File: src/rtl/rst_seq_pkg.sv
// Shared types and default parameters for the reset sequencer.
// Imported by rst_seq_gen and its lock synchronizer.
package rst_seq_pkg;

  typedef enum logic [1:0] {
    HOLD    = 2'd0,
    RELEASE = 2'd1,
    RUN     = 2'd2
  } rst_seq_state_t;

  localparam int DEF_STAGES      = 2;
  localparam int DEF_HOLD_CYCLES = 16;
  localparam int DEF_STAGE_GAP   = 4;
  localparam int DEF_LOCK_SYNC   = 2;

  function automatic int max_int(input int a, input int b);
    return (a > b) ? a : b;
  endfunction

endpackage

File: src/rtl/rst_seq_gen_lock_sync.sv
// LOCK_SYNC-deep single-bit synchronizer for the asynchronous PLL lock flag.
// Cleared by the board reset so lock is never seen before the chain refills.
module lock_sync
  import rst_seq_pkg::*;
#(
  parameter int LOCK_SYNC = DEF_LOCK_SYNC
) (
  input  logic clk_i,
  input  logic rst_n_i,
  input  logic d_i,
  output logic q_o
);

  logic [LOCK_SYNC-1:0] sync_q;

  always_ff @(posedge clk_i or negedge rst_n_i) begin
    if (!rst_n_i) begin
      sync_q <= '0;
    end else begin
      sync_q <= {sync_q[LOCK_SYNC-2:0], d_i};
    end
  end

  assign q_o = sync_q[LOCK_SYNC-1];

endmodule

File: src/rtl/rst_seq_gen.sv
// Reset sequencer: waits for synchronized PLL lock plus a hold time, then
// releases STAGES active-low resets in index order; any abort re-asserts all.
module rst_seq_gen
  import rst_seq_pkg::*;
#(
  parameter int STAGES      = DEF_STAGES,
  parameter int HOLD_CYCLES = DEF_HOLD_CYCLES,
  parameter int STAGE_GAP   = DEF_STAGE_GAP,
  parameter int LOCK_SYNC   = DEF_LOCK_SYNC
) (
  input  logic              clk_i,
  input  logic              rst_n_i,
  input  logic              pll_locked_i,
  input  logic              soft_rst_req_i,
  output logic [STAGES-1:0] rst_n_o,
  output logic              busy_o
);

  localparam int CNT_W = $clog2(max_int(HOLD_CYCLES, STAGE_GAP) + 1);
  localparam int STG_W = $clog2(STAGES + 1);

  localparam logic [CNT_W-1:0] HOLD_TGT = CNT_W'(HOLD_CYCLES);
  localparam logic [CNT_W-1:0] GAP_TGT  = CNT_W'(STAGE_GAP);
  localparam logic [STG_W-1:0] LAST_STG = STG_W'(STAGES - 1);

  rst_seq_state_t    state_q, state_d;
  logic [CNT_W-1:0]  cnt_q, cnt_d, cnt_inc;
  logic [STG_W-1:0]  stage_q, stage_d;
  logic [STAGES-1:0] rst_q, rst_d;
  logic              busy_q, busy_d;
  logic              lock_s;
  logic              abort;

  // Sets bit idx of the current output vector, keeping it thermometer-coded.
  function automatic logic [STAGES-1:0] release_bit(
    input logic [STAGES-1:0] cur,
    input logic [STG_W-1:0]  idx
  );
    logic [STAGES-1:0] res;
    for (int k = 0; k < STAGES; k++) begin
      res[k] = cur[k] | (STG_W'(k) == idx);
    end
    return res;
  endfunction

  lock_sync #(
    .LOCK_SYNC (LOCK_SYNC)
  ) u_lock_sync (
    .clk_i   (clk_i),
    .rst_n_i (rst_n_i),
    .d_i     (pll_locked_i),
    .q_o     (lock_s)
  );

  assign cnt_inc = cnt_q + CNT_W'(1);
  assign abort   = !lock_s || soft_rst_req_i;

  always_comb begin
    state_d = state_q;
    cnt_d   = cnt_q;
    stage_d = stage_q;
    rst_d   = rst_q;
    busy_d  = busy_q;

    unique case (state_q)
      HOLD: begin
        rst_d   = '0;
        busy_d  = 1'b1;
        stage_d = '0;
        if (soft_rst_req_i || !lock_s) begin
          cnt_d = '0;
        end else if (cnt_inc == HOLD_TGT) begin
          rst_d   = release_bit('0, '0);
          stage_d = STG_W'(1);
          cnt_d   = '0;
          if (STAGES == 1) begin
            state_d = RUN;
            busy_d  = 1'b0;
          end else begin
            state_d = RELEASE;
          end
        end else begin
          cnt_d = cnt_inc;
        end
      end

      RELEASE: begin
        // Abort wins over a release falling due on the same edge.
        if (abort) begin
          state_d = HOLD;
          cnt_d   = '0;
          stage_d = '0;
          rst_d   = '0;
          busy_d  = 1'b1;
        end else if (cnt_inc == GAP_TGT) begin
          rst_d   = release_bit(rst_q, stage_q);
          stage_d = stage_q + STG_W'(1);
          cnt_d   = '0;
          if (stage_q == LAST_STG) begin
            state_d = RUN;
            busy_d  = 1'b0;
          end
        end else begin
          cnt_d = cnt_inc;
        end
      end

      RUN: begin
        if (abort) begin
          state_d = HOLD;
          cnt_d   = '0;
          stage_d = '0;
          rst_d   = '0;
          busy_d  = 1'b1;
        end
      end

      default: begin
        state_d = HOLD;
        cnt_d   = '0;
        stage_d = '0;
        rst_d   = '0;
        busy_d  = 1'b1;
      end
    endcase
  end

  always_ff @(posedge clk_i or negedge rst_n_i) begin
    if (!rst_n_i) begin
      state_q <= HOLD;
      cnt_q   <= '0;
      stage_q <= '0;
      rst_q   <= '0;
      busy_q  <= 1'b1;
    end else begin
      state_q <= state_d;
      cnt_q   <= cnt_d;
      stage_q <= stage_d;
      rst_q   <= rst_d;
      busy_q  <= busy_d;
    end
  end

  assign rst_n_o = rst_q;
  assign busy_o  = busy_q;

endmodule
File: config.mk
export PLATFORM = sky130hd
export DESIGN_NAME = rst_seq_gen
export DESIGN_NICKNAME = d
export VERILOG_FILES = /design/src/rtl/rst_seq_pkg.sv /design/src/rtl/rst_seq_gen_lock_sync.sv /design/src/rtl/rst_seq_gen.sv
export SDC_FILE = /design/constraint.sdc
export NUM_CORES = 1
export LEC_CHECK = 0
export ABC_AREA = 0
export CAP_MARGIN = 20
export CORE_MARGIN = 5
export CORE_UTILIZATION = 59
export DETAILED_ROUTE_END_ITERATION = 8
export PLACE_DENSITY = 0.84
export SETUP_SLACK_MARGIN = 0.1
export SLEW_MARGIN = 15
export SYNTH_ARGS = -nofsm -noshare
export SYNTH_HDL_FRONTEND = slang
export SYNTH_SLANG_ARGS = --single-unit
File: constraint.sdc
create_clock -name clk_i -period 3.7 [get_ports clk_i]
set_input_delay 0.74 -clock clk_i [delete_from_list [all_inputs] [get_ports clk_i]]
set_output_delay 0.74 -clock clk_i [all_outputs]
set_load 0.02 [all_outputs]
## After elaboration in Yosys (flattened, before gate mapping)

Cells that the tools add are included.
W data, S select, Z words.

| storage, ports and cells | value |
|---|---|
| register bits | 14 |
| input port bits | 4 |
| output and inout bits | 3 |
| word-level logic and storage cells | 54 |

| cells by class | value |
|---|---|
| add/subtract/negate cells | 2 |
| equal/unequal tests | 11 |
| multiplexer cells | 26 |
| bitwise logic cells | 2 |
| reductions and logical operators | 7 |

Operator list:

| kind | number |
|---|---|
| $mux W5 | 5 |
| $mux W2 | 10 |
| $pmux W2 S3 | 3 |
| $pmux W5 S3 | 1 |
| $mux W1 | 6 |
| $ne A2 B2 Y1 const B | 3 |
| $ne A3 B3 Y1 const B | 2 |
| $add A5 B1 Y5 const B | 1 |
| $eq A5 B3 Y1 const B | 1 |
| $eq A5 B5 Y1 const B | 1 |
| $reduce_and A5 Y1 | 1 |
| $eq A2 B1 Y1 const B | 2 |
| $logic_not A2 Y1 | 2 |
| $reduce_and A3 Y1 | 1 |
| $add A2 B1 Y2 const B | 1 |
| $eq A1 B2 Y1 const A | 1 |
| $eq A2 B2 Y1 const B | 1 |
| $or A1 B1 Y1 | 2 |
| $pmux W1 S2 | 1 |
| $reduce_and A2 Y1 | 1 |
| $logic_not A1 Y1 | 1 |
| $logic_or A1 B1 Y1 | 1 |

## Depth between registers and ports, before layout

| depth | value |
|---|---|
| word-level depth | 5 |
| depth in mapped cells | 5 |
| depth with buffers taken out | 5 |

## Modules after synthesis

Synthesis repeated with hierarchy kept, for this count alone.

| second synthesis, totals | value |
|---|---|
| cells, all modules | 76 |
| area, all modules | 784.5 sq um |

By module, submodules not included:

| module | instances | cells each | area an instance (sq um) | sequential area each (sq um) |
|---|---|---|---|---|
| rst_seq_gen | 1 | 74 | 734.5 | 301.5 |
| lock_sync | 1 | 2 | 50.0 | 50.0 |

## Least setup slack after synthesis

Ideal clock, no wire load.

| timing path | value |
|---|---|
| path kind | input-to-reg |
| start | in soft_rst_req_i |
| end | reg rst_q[0] (netlist: rst_n_o[0]) |
| library setup time | 0.080 ns |
| data arrival time | 1.726 ns |
| required time | 3.620 ns |
| setup slack | 1.893 ns |
| stages on the path | 5 |
| buffers on the path | 1 |
| path through | or3b_1 -> buf_6 -> nor4_4 -> a211oi_1 -> nor3_2 |

| on the way | value |
|---|---|
| word-level cells in the longest chain between the ends | 3 |
| elaborated cells between the ends (all ways) | 7 |
| those cells by class | 2 x eq/ne; 3 x mux; 2 x reduce/logical |

RTL lines:

| element | RTL line | text |
|---|---|---|
| start, declared | rst_seq_gen.sv:14 | `input logic soft_rst_req_i,` |
| $logic_or A1 B1 Y1 * | rst_seq_gen.sv:56, rst_seq_gen.sv:70 |  |
| $mux W2, or another cell as far along | rst_seq_gen.sv:89 | `if (abort) begin` |
| $pmux W2 S3 / $reduce_and A2 Y1 (equally long branches) | - |  |
| end signal, assigned | rst_seq_gen.sv:139 | `rst_q <= rst_d;` |
| end, declared | rst_seq_gen.sv:29 | `logic [STAGES-1:0] rst_q, rst_d;` |

Mark *: on every way between the ends. The rest lies on a longest branch, timed or not.
A chain may end at the register's enable or synchronous reset.

## Final worst setup path

Same ends and word-level chain as after synthesis.

==> flow_summary.toml <==
[clock_network]
postCtsResizedCells = 0
clockRootBuffer = "clkbuf_4"
clock_latency_ps = 290
cts_buffers = 3
postCtsHoldBufs = 0
clkSinkCount = 14
htreeDepth = 1
clockBufferDepth = 2
cts_tree = "built"
clk_pin_slew_ps = 80
post_cts_buffers = 0

[floorplanning]
die_w_um = 49.1
die-area_um2 = 2410
initial_utilization_pct = 61.1
design.core.area_um2 = 1470
pin_count = 7
dieHeight_um = 49.1
fp-row-count = 14

[timing]
setup_viol = 0
rsz0062_at_grt = "no"
finalHoldViolCount = 0
clock_skew_ps = 0.662
worst_slew_pin_slew_ps = 614
finalCritPeriodShare_pct = 59.2
max_freq_mhz = 456
tns_ps = 0
relSlewSlack_pct = 58.9
fin_crit_ps = 2190
maxSlewViolCount = 0

[finish]
area_delta_synth_final_pct = 9.60
insertedDiodeCount = 0
final_area_um2 = 986
fillers = 132
drive_gt1_share_pct = 9.47
final_nets = 104

[routing]
drt_pass1_iterations = 4
ant_nets = 0
drc = 0
drtIter0Drc = 30
wl_um = 1800
routedWlPerCell_um = 16.2
via_per_inst = 6.47
vias = 718

[worst_setup_path]
critPathBufInv = 1
cp_max_fo = 9
path_cells = "clkdlybuf4s50_1 -> or3b_1 -> nor4_4 -> a211oi_1 -> nor3_2"
crit_family = "simple AND/OR/NAND/NOR gates"
crit_type = "input pin to register"
cp_data_required_time_ps = 3910
cp-start-kind = "input pin"
arrival_ps = 2400
critPathMaxStageDelay_ps = 560
critPathCaptureType = "register"
slowest_stage = "or3b_1"

[power_and_ir_drop]
leakage_nw = 0.386
power_per_cell_area_nw_per_um2 = 288
peakVddDrop_uv = 230

[synthesis]
syn-num-nets = 98
synthArstFlopShare_pct = 100
ys_types = 42
synthFlopType = "dfrtp_1"
yosys_register_bits = 14
synthCells = 90
ys_warn_count = 0
ys_seq_area_share_pct = 39.1
avgSynthCellArea_um2 = 10.0
synth_edf_count = 0
netlist_area_um2 = 900

[global_routing]
grt_pass1_vias = 727
grtUsageMet2_pct = 26.3
grt_usage_pct = 17.2
antenna_found_initial = 0
grt-busiest-layer = "met2"
use_met1_pct = 21.6
grt_max_degree = 15
grt-ovfl-total = 0
grt.met3_usage_pct = 3.36
grt_pass1_wl_um = 3220

[placement]
dp_hpwl_um = 1320
port_buffers = 6
place_congestion = 0.776
place_area_um2 = 950

[hold_path]
min_path_type = "register to register"

[outcome]
status = "finished clean"

[job]
cap_viol_max_count = 0
## cell type report
class,instances,area [µm²],area share [%]
multi-input combinational,67,503,51.0
sequential,14,352,35.7
timing repair buffer,6,60.1,6.09
clock buffer,4,36.3,3.68
tap,16,20.0,2.03
inverter,4,15.0,1.52
## registers in the layout, summed over array words and instances, names as in the netlist
signal,flops
busy_o,1
cnt_q,5
rst_n_o,2
stage_q,2
state_q,2
u_lock_sync.sync_q,2
## per-stage QoR
stage               setup WS [ps]  power (mW)  hold WS [ps]  utilization (%)  std cells
floorplan                    1890       0.168           331                -         90
global placement             1290       0.175           334             64.5        107
detailed placement           1200       0.176           348             64.5        107
CTS                          1500       0.287           367             67.0        111
global route                 1420       0.302           384             67.0        111
finish                       1510       0.284           363             67.0        111
## power breakdown
group / internal [mW] / leakage [nW] / switching (mW)
clock network: 0.0600 / 0.0210 / 0.0518
registers: 0.155 / 0.186 / 0.00306
logic: 0.00622 / 0.179 / 0.00834
## placed cells by master, fill, tap and decap left out, types with 4 or more instances in the layout
cell type / Yosys / final
dfrtp_1: 13 / 13
nand2_1: 5 / 5
ha_1: 4 / 4
a21oi_1: 4 / 4
inv_1: 4 / 4
nand3_1: 4 / 4
a211oi_1: 4 / 4
nor3b_1: 4 / 4
clkdlybuf4s50_1: 0 / 6
## cell families after synthesis
group	count (synthesis)	synth area share (%)
flops	14	39.1
buf+inv	9	5.01
xor+xnor	2	1.95
compound gates	26	21.4
simple gates	35	27.0
fa+ha+maj	4	5.56
## path summary, 6_finish.rpt
check                           depth (start not counted)                               to                            start  slack (ps)
worst max-delay path                                    5           rst_n_o[0]$_DFFE_PN0P_                   soft_rst_req_i        1510
worst min-delay path                                    0  u_lock_sync.sync_q[1]$_DFF_PN0_  u_lock_sync.sync_q[0]$_DFF_PN0_         360
worst max register to register                          5             cnt_q[1]$_DFFE_PN0P_             cnt_q[0]$_DFFE_PN0P_        1890
worst min register to register                          0  u_lock_sync.sync_q[1]$_DFF_PN0_  u_lock_sync.sync_q[0]$_DFF_PN0_         360
max in group asynchronous                               1             cnt_q[3]$_DFFE_PN0P_                          rst_n_i        2480
min in group asynchronous                               1           state_q[1]$_DFFE_PN0P_                          rst_n_i         830
## per-layer routing
layer	up-vias	wire (µm)
met5	-	0
met4	0	48
met3	5	68
met2	12	857
met1	351	824
li1	350	-
## synthesized netlist by cell type, types with 2 or more instances
cell type | instances | area [µm²]
a211oi_1 | 4 | 30.0
a21o_1 | 2 | 15.0
a21oi_1 | 4 | 20.0
a41oi_1 | 2 | 17.5
and2_1 | 2 | 12.5
buf_2 | 3 | 15.0
dfrtp_1 | 13 | 325
ha_1 | 4 | 50.1
inv_1 | 4 | 15.0
nand2_1 | 5 | 18.8
nand3_1 | 4 | 20.0
nand4_1 | 2 | 12.5
nor2_1 | 3 | 11.3
nor2b_1 | 2 | 12.5
nor3b_1 | 4 | 30.0
o211ai_1 | 2 | 15.0
o21ai_0 | 2 | 10.0
o21ai_1 | 3 | 15.0
or3b_1 | 2 | 17.5
No activity file was read; power rests on OpenSTA's default activity.
